==> src/rtl/fb_pkg.sv <==
// fb_pkg: types and defaults shared by the framebuffer display-side blocks
// (line loader, pixel address generator).
//   ld_state_t    : line loader FSM states
//   FB_*_DFLT     : default framebuffer geometry
package fb_pkg;

    localparam int FB_WIDTH_DFLT  = 320;
    localparam int FB_HEIGHT_DFLT = 240;
    localparam int FB_ADDRW_DFLT  = 17;
    localparam int FB_DATAW_DFLT  = 4;
    localparam int FB_RDLAT_DFLT  = 2;

    typedef enum logic [1:0] {
        IDLE  = 2'd0,
        FETCH = 2'd1,
        DRAIN = 2'd2
    } ld_state_t;

endpackage

==> src/rtl/fb_line_loader.sv <==
// fb_line_loader: streams one framebuffer line per linebuffer request out of
// the display-side FB read port, keeping the data valid aligned with the
// BRAM read latency. Tracks line and address counts per frame.
// Ports:
//   clk, rst_n    pixel clock, async active-low reset
//   frame_start   1-cycle pulse at start of vblank; restarts the frame
//   line_req      1-cycle pulse: linebuffer wants the next line
//   fb_addr       FB read address (registered)
//   fb_cidx       FB read data, valid RD_LAT cycles after fb_addr
//   lb_en/lb_cidx linebuffer write strobe and colour index
//   busy          fetch or drain in progress
//   frame_done    all FB_HEIGHT lines issued this frame
//   err_overrun   sticky: line_req arrived while busy
module fb_line_loader
    import fb_pkg::*;
#(
    parameter int FB_WIDTH  = FB_WIDTH_DFLT,
    parameter int FB_HEIGHT = FB_HEIGHT_DFLT,
    parameter int FB_ADDRW  = FB_ADDRW_DFLT,
    parameter int FB_DATAW  = FB_DATAW_DFLT,
    parameter int RD_LAT    = FB_RDLAT_DFLT
) (
    input  logic                clk,
    input  logic                rst_n,
    input  logic                frame_start,
    input  logic                line_req,
    output logic [FB_ADDRW-1:0] fb_addr,
    input  logic [FB_DATAW-1:0] fb_cidx,
    output logic                lb_en,
    output logic [FB_DATAW-1:0] lb_cidx,
    output logic                busy,
    output logic                frame_done,
    output logic                err_overrun
);

    localparam int HW = (FB_WIDTH > 1) ? $clog2(FB_WIDTH) : 1;
    localparam int LW = $clog2(FB_HEIGHT + 1);
    localparam int DW = $clog2(RD_LAT + 1);

    localparam logic [HW-1:0]       H_LAST    = HW'(FB_WIDTH - 1);
    localparam logic [LW-1:0]       LINE_LAST = LW'(FB_HEIGHT - 1);
    localparam logic [DW-1:0]       D_LAST    = DW'(RD_LAT - 1);
    localparam logic [FB_ADDRW-1:0] ADDR_STEP = FB_ADDRW'(FB_WIDTH);

    ld_state_t           state;
    logic [HW-1:0]       h_cnt;
    logic [DW-1:0]       d_cnt;
    logic [LW-1:0]       line_cnt;
    logic [FB_ADDRW-1:0] line_base;
    logic [RD_LAT:1]     vld_pipe;
    logic                issued;

    // Every FETCH cycle presents exactly one new address to the BRAM.
    assign issued = (state == FETCH);

    always_ff @(posedge clk or negedge rst_n) begin
        if (!rst_n) begin
            state       <= IDLE;
            busy        <= 1'b0;
            h_cnt       <= '0;
            d_cnt       <= '0;
            line_cnt    <= '0;
            line_base   <= '0;
            fb_addr     <= '0;
            frame_done  <= 1'b0;
            err_overrun <= 1'b0;
        end else if (frame_start) begin
            // Abandons any line in flight; a same-cycle line_req is dropped.
            state       <= IDLE;
            busy        <= 1'b0;
            h_cnt       <= '0;
            d_cnt       <= '0;
            line_cnt    <= '0;
            line_base   <= '0;
            fb_addr     <= '0;
            frame_done  <= 1'b0;
            err_overrun <= 1'b0;
        end else begin
            if (line_req && busy)
                err_overrun <= 1'b1;
            unique case (state)
                IDLE: begin
                    if (line_req && !frame_done) begin
                        state   <= FETCH;
                        busy    <= 1'b1;
                        h_cnt   <= '0;
                        fb_addr <= line_base;
                    end
                end
                FETCH: begin
                    if (h_cnt == H_LAST) begin
                        // fb_addr holds on the last pixel so it never runs
                        // past the end of the framebuffer.
                        state     <= DRAIN;
                        d_cnt     <= '0;
                        line_cnt  <= line_cnt + 1'b1;
                        line_base <= line_base + ADDR_STEP;
                        if (line_cnt == LINE_LAST)
                            frame_done <= 1'b1;
                    end else begin
                        h_cnt   <= h_cnt + 1'b1;
                        fb_addr <= fb_addr + 1'b1;
                    end
                end
                DRAIN: begin
                    // Wait out the read latency so busy covers the tail data.
                    if (d_cnt == D_LAST) begin
                        state <= IDLE;
                        busy  <= 1'b0;
                    end else begin
                        d_cnt <= d_cnt + 1'b1;
                    end
                end
                default: begin
                    state <= IDLE;
                    busy  <= 1'b0;
                end
            endcase
        end
    end

    // Valid delay line: tail lines up with fb_cidx for the same address;
    // one more register stage gives lb_en/lb_cidx.
    always_ff @(posedge clk or negedge rst_n) begin
        if (!rst_n) begin
            vld_pipe <= '0;
            lb_en    <= 1'b0;
            lb_cidx  <= '0;
        end else if (frame_start) begin
            vld_pipe <= '0;
            lb_en    <= 1'b0;
        end else begin
            vld_pipe[1] <= issued;
            for (int i = 2; i <= RD_LAT; i++)
                vld_pipe[i] <= vld_pipe[i-1];
            lb_en   <= vld_pipe[RD_LAT];
            lb_cidx <= fb_cidx;
        end
    end

endmodule

==> config.mk <==
export PLATFORM = sky130hd
export DESIGN_NAME = fb_line_loader
export DESIGN_NICKNAME = d
export VERILOG_FILES = /design/src/rtl/fb_pkg.sv /design/src/rtl/fb_line_loader.sv
export SDC_FILE = /design/constraint.sdc
export NUM_CORES = 1
export LEC_CHECK = 0
export BUFFER_PORTS_ARGS = -buffer_cell sky130_fd_sc_hd__buf_2
export CAP_MARGIN = 0
export CORE_AREA = 5 5 88 90
export DETAILED_ROUTE_END_ITERATION = 6
export DIE_AREA = 0 0 93 95
export GPL_ROUTABILITY_DRIVEN = 1
export GPL_TIMING_DRIVEN = 0
export SYNTH_ARGS = -nofsm -noshare
export SYNTH_HDL_FRONTEND = slang
export SYNTH_SLANG_ARGS = --single-unit
==> constraint.sdc <==
create_clock -name clk -period 3.4 [get_ports clk]
set_input_delay 0.85 -clock clk [delete_from_list [all_inputs] [get_ports clk]]
set_output_delay 0.85 -clock clk [all_outputs]
set_load 0.005 [all_outputs]
; ---- Yosys cells after proc, flatten, opt, wreduce, memory -nomap -nowiden
; Index checks and enable logic that the tools add are counted.
[op_classes]
addsub = 5
mul = 0
n_div = 0
order_cmp = 0
eq_ne = 11
shifts = 0
muxes = 35
bitwise = 0
reduce_logical = 16
[ops]
columns = cell, count
row1 = 17-bit two-way mux, 6
row2 = 17-bit one-hot mux with 2 select lines, 1
row3 = 9-bit two-way mux, 3
row4 = 8-bit two-way mux, 3
row5 = 9-bit one-hot mux with 2 select lines, 1
row6 = "17-bit by 1-bit adder with 17-bit output, second input constant", 1
row7 = "17-bit by 9-bit adder with 17-bit output, second input constant", 1
row8 = 2-bit two-way mux, 8
row9 = 3-bit AND reduction, 5
row10 = "3-bit inequality test, second input constant", 4
row11 = 1-bit two-way mux, 10
row12 = "9-bit by 1-bit adder with 9-bit output, second input constant", 1
row13 = "9-bit equality test, second input constant", 1
row14 = "8-bit by 1-bit adder with 8-bit output, second input constant", 1
row15 = "8-bit equality test, second input constant", 1
row16 = 2-bit nonzero test, 4
row17 = 2-bit one-hot mux with 3 select lines, 1
row18 = 3-bit nonzero test, 2
row19 = "2-bit by 1-bit equality test with 1-bit output, second input constant", 2
row20 = 2-bit one-hot mux with 2 select lines, 1
row21 = "3-bit by 2-bit inequality test with 1-bit output, second input constant", 1
row22 = 1-bit one-hot mux with 3 select lines, 1
row23 = "2-bit by 1-bit adder with 2-bit output, second input constant", 1
row24 = "2-bit equality test, second input constant", 1
row25 = other kinds (5), 6
[word_totals]
ff_bits = 65
latchBits = 0
ramBits = 0
mem_bits_ro = 0
input_bits = 8
out_inout_bits = 25
wordCells = 79
memories = 0

; ---- Depth between registers and ports, before layout
; Gate-level depths: netlist (run 1).
[depth]
ltp_word = 5
mapped_depth = 8
ltp_nobuf = 7

; ---- Worst setup path after synthesis (run 1)
; No wires, ideal clock.
[synth_timing]
path_type = in2reg
startpoint = input port frame_start
endpoint = register fb_addr[12]
setup_time_ps = 121
arrival_time_ps = 2439
required_time_ps = 3279
setup_slack_ps = 840
path_stages = 8
n_path_buf = 2
cell_sequence = or3b_1 -> clkbuf_1 -> or4_4 -> o21ai_2 -> or2_1 -> buf_4 -> inv_2 -> a22o_1
[synth_between]
elab_chain_cells = 2
elab_cells_between_ends = 5
cone_classes = eq/ne (2) / mux (1) / reduce/logical (2)
[synth_rtl]
columns = item, line
row1 = from (decl), fb_line_loader.sv:25  ; input logic frame_start,
row2 = 3-bit inequality test (no line) / 3-bit nonzero test (equally long branches), n/a
row3 = 3-bit AND reduction (no line), n/a
row4 = to (signal assigned), fb_line_loader.sv:87  ; fb_addr <= line_base;
row5 = to (signal assigned), fb_line_loader.sv:102  ; fb_addr <= fb_addr + 1'b1;
row6 = to (decl), fb_line_loader.sv:27  ; output logic [FB_ADDRW-1:0] fb_addr,
; Parallel ways exist; a longest one is shown, timed or not.
; A chain may end at the register's enable or synchronous reset.

; ---- Worst setup path in the final report (run 1)
[layout_timing]
startpoint = input port frame_start
endpoint = register fb_addr[16]
; Same word-level chain as after synthesis.

==> qor.json, run 1 <==
{
  "synth": {
    "edff_count_synth": 0,
    "synth_area_um2": 2960,
    "synth.ff_latch_count": 59,
    "synth.net_count": 334,
    "yosysWarningCount": 0,
    "number_of_distinct_library_cells_after_synthesis": 52,
    "synth_seq_area_share_pct": 49.9,
    "synthCells": 321,
    "postSynth.asyncResetShare_pct": 100,
    "postSynthAreaPerCell_um2": 9.22,
    "ys_dominant_reg_cell": "dfrtp_1"
  },
  "placement": {
    "placement.setup.worst_slack_ns": 0.452,
    "port-buffer-count": 32,
    "place.detailed.hpwl_um": 4830,
    "gp_routability_congestion": 0.831
  },
  "setup_path": {
    "worstSetupStartpointType": "input pin",
    "setup.worst_path.end_class": "flop",
    "crit-reg2reg-capture": "fb_addr[16]",
    "critical_path_class": "input pin to flop",
    "required_time_of_the_critical_path_ns": 3.64,
    "critical-path-top-cell-by-count": "buf_2",
    "path_cells": "buf_2 -> or3b_1 -> clkbuf_1 -> or4_4 -> o21ai_2 -> buf_2 -> a21oi_1 -> o211ai_1",
    "worstPathArrival_ns": 2.85,
    "critical_path_s_largest_stage_delay_ns": 0.59,
    "reg_to_reg_setup_timing_slack_ns": 0.99,
    "worstReg2RegStart": "state[1]",
    "reg2regPathDepth": 7,
    "cp_slowest_cell": "or4_4",
    "path_max_fanout": 10
  },
  "floorplanning": {
    "floorplan.core_area_um2": 6980,
    "die-width_um": 93,
    "io-pin-count": 33,
    "fp-row-count": 31,
    "die_area_um2": 8840,
    "die_height_um": 95,
    "floorplan.initialDensity_pct": 42.4
  },
  "global_routing": {
    "grt_usage_pct": 17.4,
    "pin_count_of_the_biggest_net_entering_global_routing": 60,
    "number_of_global_route_vias_before_repair": 2437,
    "antenna_violations_before_repair": 0,
    "total_global_routing_overflow": 0,
    "grt_pass1_wl_um": 11900
  },
  "clocking": {
    "tritoncts": "yes",
    "cts.path.max_buffers": 2,
    "clk_root_buffer_cell": "clkbuf_8",
    "post_cts.repair.setup_buffers": 0,
    "numCtsBuffers": 9,
    "ctsResizeCount": 0,
    "worst_path_clk_slew_ns": 0.06,
    "cts_max_level": 3,
    "clock_latency_ns": 0.33,
    "clock_sink_count": 59,
    "cts_hold_buffers": 0
  },
  "pwr": {
    "power.density_cell_area_nw_per_um2": 417,
    "total_leakage_power_nw": 1.52,
    "worst_vdd_drop_v": 0.000198,
    "finalPower_mw": 1.42
  },
  "timing": {
    "post-route-period-util_pct": 76.6,
    "grt_setup_unrepaired": "false",
    "setup_tns_ns": 0,
    "layout_setup_ws_ns": 0.795,
    "whs_ns": 0.458,
    "final-setup-viol-count": 0,
    "period_needed_ns": 2.60,
    "final.setup_skew_ns": 0.00567,
    "max-slew-margin-rel_pct": 28.6,
    "max_freq_ghz": 0.384,
    "actual_transition_at_the_worst_max_transition_pin_ns": 1.06,
    "timing.final.max_slew_violations": 0,
    "timing_hold_violations_final": 0
  },
  "finish": {
    "filler_cell_count": 683,
    "n_antenna_cell": 0,
    "fin_nets": 377,
    "final_core_util_pct": 48.7,
    "final_layout_size_suffix_gt1_share_pct": 15.7,
    "area.growth.synth_to_final_pct": 14.8
  },
  "route": {
    "wire_per_inst_um": 15.5,
    "routed-via-count": 2511,
    "vias_per_cell": 5.57,
    "detail_route.wirelength_um": 7000,
    "drt-initial-drc-count": 114,
    "antenna_violating_nets_post_route": 0,
    "drc": 0,
    "dr.pass1.iters": 5
  },
  "worst_hold_path": {
    "worst_case_hold_path_end_point": "vld_pipe[2]",
    "hold_path_depth": 1,
    "hp-class": "flop to flop",
    "hp-start": "vld_pipe[1]"
  },
  "job": {
    "cap_viol_max_count": 0
  },
  "outcome": {
    "run_status": "finished clean"
  }
}
-- cells in the final DEF, fill, tap and decap left out, drive strengths merged, types with 5 or more instances in the layout --
cell,synthesis,final
a21oi,15,15
a22o,6,6
and3,8,8
buf,4,36
clkbuf,12,26
dfrtp,59,59
ha,5,5
inv,12,12
nand2,27,27
nand3,9,9
nand4,8,8
nor2,41,41
nor3,8,8
o21ai,35,35
o22ai,5,5
xnor2,8,8
-- worst max-delay path: cells and delay by family --
kind,cells,cell delay [ns]
AO/OA/AOI/OAI,3,0.41
AND/OR/NAND/NOR,2,0.95
buffers and inverters,3,0.62
-- cell usage after synthesis, types with 3 or more instances --
cell | n | area [um^2]
o31a_1 | 3 | 26.3
o31ai_1 | 3 | 22.5
and3_1 | 8 | 50.1
dfrtp_1 | 59 | 1480
a22o_1 | 6 | 52.6
nand3_1 | 9 | 45.0
o22ai_1 | 5 | 31.3
ha_1 | 5 | 62.6
nand4_1 | 8 | 50.1
clkbuf_1 | 12 | 45.0
nand2_1 | 27 | 101
or2_2 | 3 | 18.8
mux2_2 | 4 | 45.0
nor3_1 | 8 | 40.0
xnor2_1 | 8 | 70.1
xor2_1 | 3 | 26.3
a31oi_1 | 4 | 25.0
or4_1 | 3 | 22.5
inv_1 | 11 | 41.3
or3_1 | 3 | 18.8
a21oi_1 | 15 | 75.1
nor4_1 | 3 | 18.8
nor2_1 | 41 | 154
o21ai_0 | 34 | 170
nand2b_1 | 4 | 25.0
-- cell families after synthesis --
family | count (synthesis) | share of synthesized area (%)
AND/OR/NAND/NOR | 128 | 21.4
XOR/XNOR | 11 | 3.26
buffers and inverters | 28 | 3.76
AO/OA/AOI/OAI | 86 | 18.1
adder cells (fa/ha/maj) | 5 | 2.11
multiplexers | 4 | 1.52
flip-flops | 59 | 49.9
-- per-stage QoR --
step / instances / area, um^2
5_1_grt: 451 / 3400
4_1_cts: 451 / 3390
6_report: 451 / 3400
3_3_place_gp: 435 / 3220
2_1_floorplan: 321 / 2960
3_5_place_dp: 435 / 3220
-- area by class of cell --
type | count | area (um^2) | share of cell area [%]
Multi-Input combinational cell | 234 | 1370 | 40.4
Buffer | 16 | 66.3 | 1.95
Sequential cell | 59 | 1480 | 43.5
Inverter | 12 | 45.0 | 1.33
Tap cell | 82 | 103 | 3.02
Clock buffer | 14 | 163 | 4.79
Clock inverter | 2 | 10.0 | 0.295
Timing Repair Buffer | 32 | 163 | 4.79
-- worst max-delay path by stage --
stage                   to  slack [ns]   startpoint
3_3_place_gp   fb_addr[12]        0.47  frame_start
3_5_place_dp   fb_addr[15]        0.45  frame_start
2_1_floorplan  fb_addr[12]        0.84  frame_start
6_report       fb_addr[16]        0.80  frame_start
4_1_cts        fb_addr[15]        0.80  frame_start
5_1_grt        fb_addr[16]        0.68  frame_start
-- where the power goes --
group | leakage, nW | internal, mW | switching (mW) | total (mW)
logic | 0.619 | 0.0403 | 0.0794 | 0.120
clock network | 0.0905 | 0.303 | 0.265 | 0.568
registers | 0.808 | 0.717 | 0.0105 | 0.728
-- state kept, by name, summed over array words and instances (netlist names) --
signal,count
h_cnt,9
d_cnt,2
fb_addr,17
state,2
line_cnt,8
busy,1
line_base,11
err_overrun,1
frame_done,1
lb_en,1
vld_pipe,2
lb_cidx,4
-- layer usage --
| metal | share of wire (%) | vias up | GRT usage [%] |
|---|---|---|---|
| li1 | - | 1246 | - |
| met1 | 49 | 1196 | 23.8 |
| met2 | 45 | 60 | 26.3 |
| met3 | 4.7 | 9 | 3.90 |
| met4 | 1.2 | 0 | 7.81 |
| met5 | 0 | - | 0 |
No activity file was read; power rests on OpenSTA's default activity.
==> run 2, diff against run 1 <==
Clock period 3.4 ns to 2.2 ns, I/O delays scaled along.
==> run 2 against run 1 <==
  * Combinational power rose by 73%
  * First-iteration DRC count rose by 46%
  * Total power rose by 62%
  * Cell area rose by 5.4%
  * Worst setup slack got worse by 0.69 ns
  * Global-route usage rose by 0.13 points
  * Utilization rose by 2.6 points
  * Clock skew rose by 0.0026 ns
  * Sequential power rose by 54%
  * Largest power group unchanged
==> qor.json, run 2 (synthesis gave the netlist of run 1 again) <==
{
  "pwr": {
    "total_leakage_power": {"value": 1.58, "unit": "nW", "change": "+4.2%"},
    "power.combinational.fraction": {"value": 9.1, "unit": "%", "change": "+0.6 points"},
    "power.net_switching": {"value": 0.593, "unit": "mW", "change": "+67%"},
    "proportion_of_power_drawn_by_flip_flops_and_latches": {"value": 48.9, "unit": "%", "change": "-2.5 points"},
    "power.density_cell_area": {"value": 641, "unit": "nW/um^2", "change": "+54%"},
    "worst_vdd_drop": {"value": 0.000349, "unit": "V", "change": "+77%"},
    "p_int": {"value": 1.70, "unit": "mW", "change": "+61%"},
    "pwr-share-clk": {"value": 42.0, "unit": "%", "change": "+1.9 points"},
    "finalPower": {"value": 2.30, "unit": "mW", "change": "+62%"},
    "power.share.switching": {"value": 25.8, "unit": "%", "change": "+0.75 points"}
  },
  "setup_path": {
    "setup.worst_path.end_class": "flop",
    "worst_setup_path_startpoint": "frame_start",
    "worstReg2RegStart": "state[1]",
    "crit-reg2reg-capture": "fb_addr[12]",
    "critical_path_class": "input pin to flop",
    "reg_to_reg_setup_timing_slack": {"value": 0.11, "unit": "ns", "change": "-0.88 ns"},
    "worstPathArrival": {"value": 2.32, "unit": "ns", "change": "-0.53 ns"},
    "critical_path.endpoint": "fb_addr[12]",
    "worstSetupStartpointType": "input pin",
    "required_time_of_the_critical_path": {"value": 2.42, "unit": "ns", "change": "-1.22 ns"},
    "path_max_fanout": {"value": 9, "change": "-1"},
    "reg2regPathDepth": {"value": 7, "change": "unchanged"}
  },
  "timing": {
    "timing_hold_violations_final": {"value": 0, "change": "unchanged"},
    "actual_transition_at_the_worst_max_transition_pin": {"value": 0.745, "unit": "ns", "change": "-0.317 ns"},
    "setup_tns": {"value": 0, "unit": "ns", "change": "unchanged"},
    "post-route-period-util_pct": 95.4,
    "period_needed_ns": 2.10,
    "grt_setup_unrepaired": "false",
    "max_freq_ghz": 0.476,
    "final-setup-viol-count": {"value": 0, "change": "unchanged"},
    "layout_setup_ws": {"value": 0.101, "unit": "ns", "change": "-0.694 ns"},
    "timing.final.max_slew_violations": {"value": 0, "change": "unchanged"},
    "max-slew-margin-rel": {"value": 50.3, "unit": "%", "change": "+22 points"},
    "final.setup_skew": {"value": 0.00823, "unit": "ns", "change": "+0.00255 ns"},
    "whs": {"value": 0.270, "unit": "ns", "change": "-0.188 ns"}
  },
  "placement": {
    "placement.setup.worst_slack": {"value": -0.383, "unit": "ns", "change": "-0.835 ns"},
    "placedCellCount": {"value": 435, "change": "unchanged"},
    "place.detailed.hpwl": {"value": 4800, "unit": "um", "change": "-0.54%"},
    "port-buffer-count": {"value": 32, "change": "unchanged"},
    "cell_area_after_placement": {"value": 3230, "unit": "um^2", "change": "+0.39%"},
    "gp_routability_congestion": {"value": 0.853, "change": "+2.6%"}
  },
  "global_routing": {
    "antenna_violations_before_repair": {"value": 0, "change": "unchanged"},
    "pin_count_of_the_biggest_net_entering_global_routing": {"value": 60, "change": "unchanged"},
    "grt_pass1_wl": {"value": 12100, "unit": "um", "change": "+1.7%"},
    "grt_usage": {"value": 17.5, "unit": "%", "change": "+0.13 points"},
    "number_of_global_route_vias_before_repair": {"value": 2444, "change": "+0.29%"},
    "total_global_routing_overflow": {"value": 0, "change": "unchanged"}
  },
  "finish": {
    "final_core_util": {"value": 51.3, "unit": "%", "change": "+2.6 points"},
    "final_layout_size_suffix_gt1_share": {"value": 22.5, "unit": "%", "change": "+6.8 points"},
    "fin_nets": {"value": 386, "change": "+2.4%"},
    "final-instance-count-excl-fill": {"value": 460, "change": "+2.0%"},
    "postLayoutCellArea": {"value": 3580, "unit": "um^2", "change": "+5.4%"},
    "registers.top_by_ff_count": "fb_addr",
    "final_common_cell": "dfrtp_1",
    "filler_cell_count": {"value": 647, "change": "-5.3%"},
    "n_antenna_cell": {"value": 0, "change": "unchanged"},
    "layout.cells.most_common_list": "dfrtp_1 (59), nor2_1 (41), o21ai_0 (33)",
    "largest_registers": "fb_addr (17), line_base (11), h_cnt (9)",
    "largest_register_ff_count": {"value": 17, "change": "unchanged"},
    "area.growth.synth_to_final_pct": 21.0
  },
  "floorplanning": {
    "die_area": {"value": 8840, "unit": "um^2", "change": "unchanged"},
    "io-pin-count": {"value": 33, "change": "unchanged"},
    "fp-row-count": {"value": 31, "change": "unchanged"},
    "floorplan.initialDensity": {"value": 42.4, "unit": "%", "change": "unchanged"},
    "die-width": {"value": 93, "unit": "um", "change": "unchanged"},
    "floorplan.core_area": {"value": 6980, "unit": "um^2", "change": "unchanged"},
    "die_height": {"value": 95, "unit": "um", "change": "unchanged"}
  },
  "clocking": {
    "tritoncts": "yes",
    "numCtsBuffers": {"value": 9, "change": "unchanged"},
    "worst_path_clk_slew": {"value": 0.07, "unit": "ns", "change": "about the same"},
    "clock_sink_count": {"value": 59, "change": "unchanged"},
    "clock_latency": {"value": 0.33, "unit": "ns", "change": "about the same"},
    "cts_hold_buffers": {"value": 0, "change": "unchanged"},
    "clk_root_buffer_cell": "clkbuf_8",
    "cts.path.max_buffers": {"value": 2, "change": "unchanged"},
    "cts_max_level": {"value": 3, "change": "unchanged"}
  },
  "route": {
    "vias_per_cell": {"value": 5.67, "change": "+1.8%"},
    "dr.pass1.iters": {"value": 4, "change": "-1"},
    "detail_route.wirelength": {"value": 7140, "unit": "um", "change": "+2.0%"},
    "drc": {"value": 0, "change": "unchanged"},
    "drt-initial-drc-count": {"value": 167, "change": "+46%"},
    "wire_per_inst": {"value": 15.5, "unit": "um", "change": "about the same"},
    "routed-via-count": {"value": 2607, "change": "+3.8%"},
    "antenna_violating_nets_post_route": {"value": 0, "change": "unchanged"}
  },
  "worst_hold_path": {
    "hp-class": "input pin to async pin"
  },
  "outcome": {
    "run_status": "finished clean"
  },
  "job": {
    "cap_viol_max_count": {"value": 0, "change": "unchanged"}
  }
}
-- run 2: cell types whose count changed in the layout (fill, tap and decap cells not counted), sizes merged --
| cell | before | now |
|---|---|---|
| buf | 36 | 47 |
| clkbuf | 26 | 19 |
| bufinv | 0 | 1 |
| clkinvlp | 0 | 2 |
| clkinv | 2 | 4 |
-- run 2: layout make-up --
type	instances	area [um^2]	area share (%)
sequential	59	1480	41.2
multi-input combinational	234	1450	40.4
timing repair buffer	44	253	7.06
clock buffer	9	124	3.46
tap	82	103	2.87
clock inverter	7	68.8	1.92
buffer	13	65.1	1.82
inverter	12	45.0	1.26
-- run 2: per-layer routing --
layer  wire length [um]  vias up  GRT usage [%]  part of all wire [%]
met4                 74        0           4.40                   1.0
met5                  0        -              0                     0
li1                   -     1253              -                     -
met1               3320     1288           23.5                    47
met3                421        5           5.42                   5.9
met2               3320       61           27.7                    47
-- run 2: worst min path at each step --
| stage | from | to | cells past startpoint |
|---|---|---|---|
| 2_1_floorplan | rst_n | busy | 0 |
| 3_3_place_gp | vld_pipe[1] | vld_pipe[2] | 1 |
| 3_5_place_dp | vld_pipe[2] | lb_en | 1 |
| 4_1_cts | fb_cidx[3] | lb_cidx[3] | 2 |
| 5_1_grt | rst_n | lb_cidx[0] | 1 |
| 6_report | rst_n | lb_cidx[0] | 1 |
-- run 2: timing repair --
action | in CTS | in global routing
setup endpoints to repair | 22 | 30
buffers inserted | 5 | 7
gates resized for setup | 6 | 12
pin swaps | 1 | 4
-- run 2: worst max-delay path: stages --
cell	delay, ns
buf_2	0.16
or3b_4	0.41
or4_4	0.57
o21ai_4	0.11
or2_1	0.14
buf_6	0.14
inv_2	0.05
a22o_1	0.19
-- run 2: power groups by stage --
stage	registers, mW	logic [mW]	clock network (mW)
6_report	1.12	0.208	0.965
5_1_grt	1.13	0.237	1.05
2_1_floorplan	1.14	0.109	0
3_5_place_dp	1.15	0.192	0
4_1_cts	1.12	0.203	0.988
3_3_place_gp	1.14	0.190	0
==> run 3, diff against run 2 <==
Settings changed: GPL_TIMING_DRIVEN 0 to unset, RECOVER_POWER set to 100.
Clock period 2.2 ns to 2.67 ns, I/O delays scaled along.
==> run 3 against run 2 <==
  * Die area unchanged
  * Clock power shrank 3.3%
  * First-iteration DRC count is 28% lower
==> qor.json, run 3 (synthesis gave the netlist of run 1 again) <==
{
  "clocking": {
    "post_cts.repair.setup_buffers": {"value": 0, "change": "-5"},
    "ctsResizeCount": {"value": 0, "change": "-6"},
    "clock_latency": {"value": 0.34, "unit": "ns", "change": "about the same"},
    "clock_sink_count": {"value": 59, "change": "unchanged"},
    "cts_max_level": {"value": 3, "change": "unchanged"},
    "tritoncts": "yes",
    "worst_path_clk_slew": {"value": 0.07, "unit": "ns", "change": "about the same"},
    "cts_hold_buffers": {"value": 0, "change": "unchanged"},
    "cts.path.max_buffers": {"value": 2, "change": "unchanged"},
    "numCtsBuffers": {"value": 9, "change": "unchanged"},
    "clk_root_buffer_cell": "clkbuf_8"
  },
  "global_routing": {
    "number_of_global_route_vias_before_repair": {"value": 2334, "change": "-4.5%"},
    "pin_count_of_the_biggest_net_entering_global_routing": {"value": 60, "change": "unchanged"},
    "grt_pass1_wl": {"value": 11600, "unit": "um", "change": "-4.4%"},
    "antenna_violations_before_repair": {"value": 0, "change": "unchanged"},
    "grt_usage": {"value": 16.7, "unit": "%", "change": "-0.84 points"},
    "total_global_routing_overflow": {"value": 0, "change": "unchanged"}
  },
  "worst_hold_path": {
    "hold_path_depth": 1,
    "hp-start": "vld_pipe[2]",
    "hp-class": "flop to flop",
    "worst_case_hold_path_end_point": "lb_en"
  },
  "setup_path": {
    "path_cells": "or3b_1 -> or4_1 -> o21ai_2 -> clkbuf_2 -> or4_1 -> o211ai_1",
    "largest_delay_contributor_family_on_the_critical_path": "simple AND/OR/NAND/NOR gates",
    "worst_setup_path_startpoint": "state[1]",
    "critical_path_class": "flop to flop",
    "worstSetupPathDepth": {"value": 6, "change": "-2"},
    "worstReg2RegStart": "state[1]",
    "timing.critical_path.buf_inv": {"value": 1, "change": "-2"},
    "reg2regPathDepth": {"value": 6, "change": "-1"},
    "worstPathArrival": {"value": 2.59, "unit": "ns", "change": "+0.27 ns"},
    "reg_to_reg_setup_timing_slack": {"value": 0.30, "unit": "ns", "change": "+0.19 ns"},
    "worstSetupStartpointType": "flop",
    "critical-path-top-cell-by-count": "or4_1",
    "path_max_fanout": {"value": 21, "change": "+12"},
    "cp_slowest_cell": "or4_1",
    "setup.worst_path.end_class": "flop",
    "required_time_of_the_critical_path": {"value": 2.89, "unit": "ns", "change": "+0.47 ns"},
    "crit-reg2reg-capture": "fb_addr[16]",
    "critical_path_s_largest_stage_delay": {"value": 0.62, "unit": "ns", "change": "+0.05 ns"}
  },
  "floorplanning": {
    "die_height": {"value": 95, "unit": "um", "change": "unchanged"},
    "fp-row-count": {"value": 31, "change": "unchanged"},
    "floorplan.core_area": {"value": 6980, "unit": "um^2", "change": "unchanged"},
    "io-pin-count": {"value": 33, "change": "unchanged"},
    "die_area": {"value": 8840, "unit": "um^2", "change": "unchanged"},
    "die-width": {"value": 93, "unit": "um", "change": "unchanged"},
    "floorplan.initialDensity": {"value": 42.4, "unit": "%", "change": "unchanged"}
  },
  "route": {
    "dr.pass1.iters": {"value": 4, "change": "unchanged"},
    "wire_per_inst": {"value": 15.2, "unit": "um", "change": "-1.8%"},
    "vias_per_cell": {"value": 5.71, "change": "+0.70%"},
    "detail_route.wirelength": {"value": 6760, "unit": "um", "change": "-5.2%"},
    "antenna_violating_nets_post_route": {"value": 0, "change": "unchanged"},
    "drt-initial-drc-count": {"value": 121, "change": "-28%"},
    "routed-via-count": {"value": 2534, "change": "-2.8%"},
    "drc": {"value": 0, "change": "unchanged"}
  },
  "placement": {
    "port-buffer-count": {"value": 32, "change": "unchanged"},
    "gp_routability_congestion": {"value": 0.793, "change": "-7.0%"},
    "place.detailed.hpwl": {"value": 4510, "unit": "um", "change": "-6.2%"}
  },
  "timing": {
    "grt_setup_unrepaired": "false",
    "timing_hold_violations_final": {"value": 0, "change": "unchanged"},
    "max-slew-margin-rel": {"value": 1.52, "unit": "%", "change": "-49 points"},
    "period_needed_ns": 2.37,
    "max_freq_ghz": 0.421,
    "post-route-period-util_pct": 88.9,
    "timing.final.max_slew_violations": {"value": 0, "change": "unchanged"},
    "setup_tns": {"value": 0, "unit": "ns", "change": "unchanged"},
    "final.setup_skew": {"value": 0.00470, "unit": "ns", "change": "-0.00353 ns"},
    "actual_transition_at_the_worst_max_transition_pin": {"value": 1.48, "unit": "ns", "change": "+0.732 ns"},
    "final-setup-viol-count": {"value": 0, "change": "unchanged"}
  },
  "finish": {
    "largest_register_ff_count": {"value": 17, "change": "unchanged"},
    "largest_registers": "fb_addr (17), line_base (11), h_cnt (9)",
    "final_layout_size_suffix_gt1_share": {"value": 14.1, "unit": "%", "change": "-8.4 points"},
    "layout.cells.most_common_list": "dfrtp_1 (59), nor2_1 (41), o21ai_0 (34)",
    "n_antenna_cell": {"value": 0, "change": "unchanged"},
    "registers.top_by_ff_count": "fb_addr",
    "final_common_cell": "dfrtp_1",
    "fin_nets": {"value": 370, "change": "-4.1%"},
    "filler_cell_count": {"value": 660, "change": "+2.0%"},
    "final_core_util": {"value": 48.9, "unit": "%", "change": "-2.4 points"},
    "area.growth.synth_to_final_pct": 15.4
  },
  "job": {
    "cap_viol_max_count": {"value": 0, "change": "unchanged"}
  },
  "pwr": {
    "finalPower": {"value": 2.01, "unit": "mW", "change": "-12%"},
    "worst_vdd_drop": {"value": 0.000323, "unit": "V", "change": "-7.5%"},
    "power.density_cell_area": {"value": 588, "unit": "nW/um^2", "change": "-8.2%"},
    "total_leakage_power": {"value": 1.50, "unit": "nW", "change": "-5.3%"}
  },
  "outcome": {
    "run_status": "finished clean"
  }
}
[run 3: cell types whose count changed in the layout (fill, tap and decap cells not counted), moves of 2 or more]
cell,change
clkbuf_2,+2
ha_1,+2
clkbuf_1,+7
clkinvlp_4,-2
buf_4,-9
clkbuf_8,+2
or4_4,-2
nor3_2,-4
or4_1,+2
clkbuf_4,-2
buf_2,-12
nor3_1,+4
[run 3: where the power goes]
part           total (mW)  internal, mW  switching, mW
clock network       0.933         0.571          0.361
registers           0.927         0.913         0.0136
logic               0.149        0.0517         0.0974
[run 3: how the worst max path moves through the flow]
stage,to
2_1_floorplan,fb_addr[12]
3_3_place_gp,fb_addr[16]
3_5_place_dp,fb_addr[16]
4_1_cts,line_base[15]
5_1_grt,line_base[15]
6_report,fb_addr[16]
[run 3: per-stage QoR]
stage | worst slack (ns) | area, um^2 | hold WS [ns] | instances
final | 0.295 | 3410 | 0.461 | 444
after global routing | 0.142 | 3410 | 0.494 | 444
after CTS | 0.331 | 3460 | 0.335 | 444
after detailed placement | 0.209 | 3240 | 0.450 | 428
after global placement | 0.238 | 3240 | 0.441 | 428
after floorplan | 0.293 | 2960 | 0.372 | 321
[run 3: routing by layer]
metal	vias up	share of wire [%]	GRT usage, %
met3	11	4.7	3.90
met4	0	1.5	6.84
met5	-	0	0
met2	58	45	23.7
met1	1234	49	24.2
li1	1231	-	-
[run 3: cell type report]
type                            count  area, um^2  area share [%]
Tap cell                           82         103            3.00
Inverter                           12        45.0            1.32
Sequential cell                    59        1480            43.2
Timing Repair Buffer               41         196            5.75
Clock buffer                       11         151            4.43
Multi-Input combinational cell    234        1370            40.1
Clock inverter                      5        75.1            2.20
